File: config.mk
export PLATFORM = sky130hd
export DESIGN_NAME = fetch_sequencer
export DESIGN_NICKNAME = d
export VERILOG_FILES = /design/src/rtl/riscv_fetch_pkg.sv /design/src/rtl/fetch_timeout_ctr.sv /design/src/rtl/fetch_sequencer.sv
export SDC_FILE = /design/constraint.sdc
export NUM_CORES = 1
export LEC_CHECK = 0
export BUFFER_PORTS_ARGS = -buffer_cell sky130_fd_sc_hd__buf_2
export CAP_MARGIN = 40
export CORE_AREA = 4 4 79 110
export CTS_BUF_LIST = sky130_fd_sc_hd__clkbuf_8
export CTS_CLUSTER_SIZE = 8
export DETAILED_ROUTE_END_ITERATION = 10
export DIE_AREA = 0 0 83 114
export PLACE_DENSITY_LB_ADDON = 0.3
export SLEW_MARGIN = 20
export SYNTH_ARGS = -nofsm -noshare
export SYNTH_HDL_FRONTEND = slang
export SYNTH_HIERARCHICAL = 1
export SYNTH_SLANG_ARGS = --single-unit
export TNS_END_PERCENT = 100
File: constraint.sdc
create_clock -name clk -period 2.6 [get_ports clk]
set_clock_uncertainty 0.1 [all_clocks]
set_input_delay 0.13 -clock clk [delete_from_list [all_inputs] [get_ports clk]]
set_output_delay 0.13 -clock clk [all_outputs]
set_load 0.01 [all_outputs]
File: src/rtl/riscv_fetch_pkg.sv
// Shared types and constants for the instruction fetch front end.
package riscv_fetch_pkg;

  typedef enum logic [1:0] {
    IDLE  = 2'd0,
    FETCH = 2'd1,
    HOLD  = 2'd2,
    FAULT = 2'd3
  } fetch_state_t;

  localparam logic [31:0] NOP_INSTR = 32'h00000013;
  localparam int unsigned PC_STEP   = 4;

endpackage

File: src/rtl/fetch_timeout_ctr.sv
// Saturating wait counter; expired flags the cycle in which the count reaches MAX_COUNT.
module fetch_timeout_ctr #(
  parameter int MAX_COUNT = 16
) (
  input  logic clk,
  input  logic rst_n,
  input  logic clr,
  input  logic en,
  output logic expired
);

  localparam int W = $clog2(MAX_COUNT + 1);

  logic [W-1:0] count;

  always_ff @(posedge clk or negedge rst_n) begin
    if (!rst_n) begin
      count <= '0;
    end else if (clr) begin
      count <= '0;
    end else if (en && (count != W'(MAX_COUNT))) begin
      count <= count + W'(1);
    end
  end

  // Raised in the cycle whose increment lands on MAX_COUNT, so the caller can act on that same edge.
  assign expired = (count == W'(MAX_COUNT)) || (en && (count == W'(MAX_COUNT - 1)));

endmodule

File: src/rtl/fetch_sequencer.sv
// Fetch control: steps the external PC, fetches over imem req/ack, and hands
// instructions to decode through a one-entry buffer.
module fetch_sequencer
  import riscv_fetch_pkg::*;
#(
  parameter int              XLEN           = 32,
  parameter int              TIMEOUT_CYCLES = 16,
  parameter logic [XLEN-1:0] RESET_INSTR    = XLEN'(NOP_INSTR)
) (
  input  logic            clk,
  input  logic            rst_n,
  input  logic [XLEN-1:0] pc,
  output logic            increment_en,
  output logic            branch_en,
  output logic [XLEN-1:0] branch_offset,
  output logic            imem_req,
  output logic [XLEN-1:0] imem_addr,
  input  logic [XLEN-1:0] imem_rdata,
  input  logic            imem_ack,
  output logic            instr_valid,
  output logic [XLEN-1:0] instr,
  input  logic            instr_ready,
  input  logic            redirect_valid,
  input  logic [XLEN-1:0] redirect_offset,
  output logic            fetch_fault,
  output fetch_state_t    state_dbg
);

  // Handshakes: imem_req/imem_addr hold until the cycle imem_ack=1 (ack may share the
  // request's first cycle); instr_valid/instr hold until the cycle instr_ready=1.
  fetch_state_t state;
  logic         discard;
  logic         ack_cycle;
  logic         redirect_take;
  logic         launch;
  logic         expired;
  logic         ctr_clr;
  logic         ctr_en;

  assign ack_cycle     = (state == FETCH) && imem_req && imem_ack;
  assign redirect_take = redirect_valid && ((state == FETCH) || (state == HOLD));

  // A redirect moves the PC on this edge, so a launch waits one cycle to see the new pc.
  assign launch = (state == IDLE)
               || ((state == FETCH) && !imem_req && !redirect_valid)
               || ((state == HOLD) && instr_ready && !redirect_valid);

  assign increment_en  = ack_cycle && !discard && !redirect_valid;
  assign branch_en     = redirect_take;
  assign branch_offset = redirect_take ? redirect_offset : '0;
  assign state_dbg     = state;

  assign ctr_clr = launch || ack_cycle;
  assign ctr_en  = (state == FETCH) && imem_req && !imem_ack;

  fetch_timeout_ctr #(
    .MAX_COUNT (TIMEOUT_CYCLES)
  ) u_timeout (
    .clk     (clk),
    .rst_n   (rst_n),
    .clr     (ctr_clr),
    .en      (ctr_en),
    .expired (expired)
  );

  always_ff @(posedge clk or negedge rst_n) begin
    if (!rst_n) begin
      state       <= IDLE;
      imem_req    <= 1'b0;
      imem_addr   <= '0;
      instr       <= RESET_INSTR;
      instr_valid <= 1'b0;
      fetch_fault <= 1'b0;
      discard     <= 1'b0;
    end else if (launch) begin
      instr_valid <= 1'b0;
      if (pc[1:0] != 2'b00) begin
        state       <= FAULT;
        fetch_fault <= 1'b1;
        imem_req    <= 1'b0;
      end else begin
        state     <= FETCH;
        imem_addr <= pc;
        imem_req  <= 1'b1;
      end
    end else begin
      case (state)
        FETCH: begin
          if (ack_cycle) begin
            imem_req <= 1'b0;
            discard  <= 1'b0;
            if (redirect_valid || discard) begin
              instr_valid <= 1'b0;
              if (redirect_valid) instr <= RESET_INSTR;
            end else begin
              instr       <= imem_rdata;
              instr_valid <= 1'b1;
              state       <= HOLD;
            end
          end else if (imem_req && expired) begin
            state       <= FAULT;
            fetch_fault <= 1'b1;
            imem_req    <= 1'b0;
            discard     <= 1'b0;
          end else if (redirect_valid) begin
            // Only an outstanding request leaves a stale ack to swallow.
            discard     <= imem_req;
            instr       <= RESET_INSTR;
            instr_valid <= 1'b0;
          end
        end
        HOLD: begin
          if (redirect_valid) begin
            instr_valid <= 1'b0;
            instr       <= RESET_INSTR;
            state       <= FETCH;
          end
        end
        default: begin
        end
      endcase
    end
  end

endmodule

==> flow_metrics.tcl <==
set metrics [dict create \
    startpoint "u_timeout/count[0]" \
    final_common_cell "buf_2" \
    cts_tree "built" \
    grt_usage_pct 21.8 \
    yosys_warnings 6 \
    dp_hpwl_um 6960 \
    route.detailed.vias_per_inst 4.96 \
    die-area_sq_um 9460 \
    p_int_mw 2.90 \
    synth_nets 375 \
    grt_pass1_wl_um 16200 \
    clk_latency_ps 340 \
    synth-seq-area-share_pct 56.8 \
    synth-edff-count 0 \
    drive_above_1_share_pct 49.3 \
    cp-end-kind "flip-flop" \
    nNetsFinal 644 \
    core_area_sq_um 7700 \
    antenna_found_initial 0 \
    rsz0062_at_grt "false" \
    wirelength_um 10400 \
    setup_viol 0 \
    reg2reg_from "u_timeout/count[0]" \
    antenna_cells 0 \
    final.min_clock_period_ps 2470 \
    row_count 38 \
    die_h_um 114 \
    clkSinkCount 75 \
    place.gp.congestion 1.01 \
    n_fill_cell 567 \
    initial_core_util_pct 43.0 \
    switching_share_pct 33.4 \
    netlist_instances 268 \
    slew_headroom_pct 76.7 \
    ant_nets 0 \
    fin_util_pct 69.5 \
    synth_area_sq_um 3310 \
    ys_seq_elements 75 \
    h-tree-depth 3 \
    avgSynthCellArea_sq_um 12.4 \
    fp.dieW_um 83 \
    placed_area_sq_um 4500 \
    crit_fanout 32 \
    drt_pass1_iterations 5 \
    cts_made_buffers 9 \
    p_per_area_nw_per_um2 813 \
    hold_viol_final 0 \
    root_buffer "clkbuf_8" \
    hp-class "in -> reg" \
    final_max_slew_viol_count 0 \
    final_cell_mix "buf_2 (202), dfrtp_1 (72), dlygate4sd3_1 (63)" \
    wl_per_cell_um 16.1 \
    area_delta_synth_final_pct 61.7 \
    async_flop_share_pct 100 \
    worst_pin_slew_ps 349 \
    clk_pin_slew_ps 70 \
    post-route-drc-count 0 \
    synth.distinct_cells 39 \
    hold_start "imem_ack" \
    pwr-share-comb_pct 39.5 \
    ir_drop_v 0.000674 \
    grt_pass1_vias 3391 \
    arrival_ps 2600 \
    numPortBuffers 203 \
    status "finished clean" \
    pin_count 204 \
    fin_area_sq_um 5350 \
    grt.overflow.total 0 \
    max_freq_mhz 404 \
    start_kind "flip-flop" \
    pwr-share-clk_pct 22.7 \
    criticalPathCategory "reg -> reg" \
    p_leak_nw 2.99 \
    fin_crit_sh_pct 95.2 \
    seqPwrFrac_pct 37.8 \
    via_count 3187 \
    cp.required_ps 2720 \
    tns_ps 0 \
    grt_max_degree 51 \
    power_switching_mw 1.45 \
    clk_path_buf_depth 2 \
    synthFlopType "dfrtp_1" \
    maxCapViolations 0 \
    drt_first_iter_violations 147 \
]
## stage by stage
step / std cells / hold slack [ps] / worst slack (ps) / power, mW
6_report: 642 / 94.3 / 125 / 4.35
5_1_grt: 642 / 110 / 7.83 / 4.62
4_1_cts: 642 / 71.5 / 77.7 / 4.37
3_5_place_dp: 563 / -32.3 / 99.7 / 3.29
3_3_place_gp: 562 / 218 / 152 / 3.24
2_1_floorplan: 268 / -266 / 165 / 2.60
## synthesized netlist by cell type (3+ instances only)
library cell | number | share of area [%]
buf_6 | 3 | 1.0
nand2_1 | 5 | 0.57
a21oi_1 | 6 | 0.91
ha_1 | 6 | 2.3
a22o_1 | 29 | 7.7
and2_1 | 4 | 0.76
dfrtp_1 | 72 | 54
nand2b_1 | 3 | 0.57
buf_2 | 5 | 0.76
clkbuf_1 | 8 | 0.91
mux2_2 | 30 | 10
a22oi_1 | 3 | 0.68
dfstp_2 | 3 | 2.4
nor2_1 | 12 | 1.4
inv_1 | 15 | 1.7
o21ai_0 | 4 | 0.60
and3_1 | 33 | 6.2
## sequential cells by signal, indices dropped and copies added (netlist names)
| signal | cells |
|---|---|
| discard | 1 |
| u_timeout/count | 5 |
| fetch_fault | 1 |
| instr_valid | 1 |
| state_dbg | 2 |
| imem_addr | 32 |
| imem_req | 1 |
| instr | 32 |
## cells by family (layout without fill, tap and decap cells)
kind of cell,count (synthesis),after routing,synth area share (%)
xor+xnor,1,1,0.264
simple gates,70,70,13.0
compound gates,53,53,12.4
mux,32,32,11.0
flops,75,75,56.8
fa+ha+maj,6,6,2.27
buf+inv,31,305,4.38
## metal layers
| layer | routed length, um | vias up | global-route usage, % |
|---|---|---|---|
| li1 | - | 1499 | - |
| met1 | 3310 | 1491 | 19.8 |
| met2 | 5810 | 164 | 41.7 |
| met3 | 798 | 33 | 7.66 |
| met4 | 427 | 0 | 11.5 |
| met5 | 0 | - | 0 |
## worst paths after layout
check / cells after the start / slack [ps] / to
setup / recovery: 9 / 130 / instr[16]
hold / removal: 4 / 90 / imem_req
setup reg to reg: 9 / 130 / instr[16]
hold reg to reg: 1 / 350 / fetch_fault
max in group asynchronous: 3 / 1630 / instr[4]
min in group asynchronous: 2 / 160 / imem_addr[3]
## power by group through the flow
stage	Clock, mW	Sequential, mW	Combinational [mW]
6_report	0.990	1.65	1.72
5_1_grt	1.06	1.69	1.87
4_1_cts	1.02	1.64	1.71
3_5_place_dp	0	1.66	1.63
3_3_place_gp	0	1.65	1.59
2_1_floorplan	0	1.79	0.807
## worst max-delay path, stage by stage, from the launching register on
cell	delay (ps)
dfrtp_1	410
ha_1	220
and3_1	160
ha_1	170
a21o_1	170
nand2b_1	120
o21ai_1	120
a2111o_1	450
buf_12	180
a22o_1	240
## final cells by class
class	instances	area, sq um	share of cell area, %
clock buffer	11	151	2.83
clock inverter	5	75.1	1.40
sequential	75	1880	35.1
tap	100	125	2.34
multi-input combinational	162	1300	24.3
inverter	15	56.3	1.05
timing repair buffer	274	1770	33.0
## repair_timing
item / 4_1_cts / 5_1_grt
gates resized for setup: 0 / 1
endpoints found under the hold margin: 134 / 0
setup buffers: 0 / 0
endpoints found under the setup margin: 0 / 30
hold buffers: 63 / 0
(Power assumes the default switching activity.)
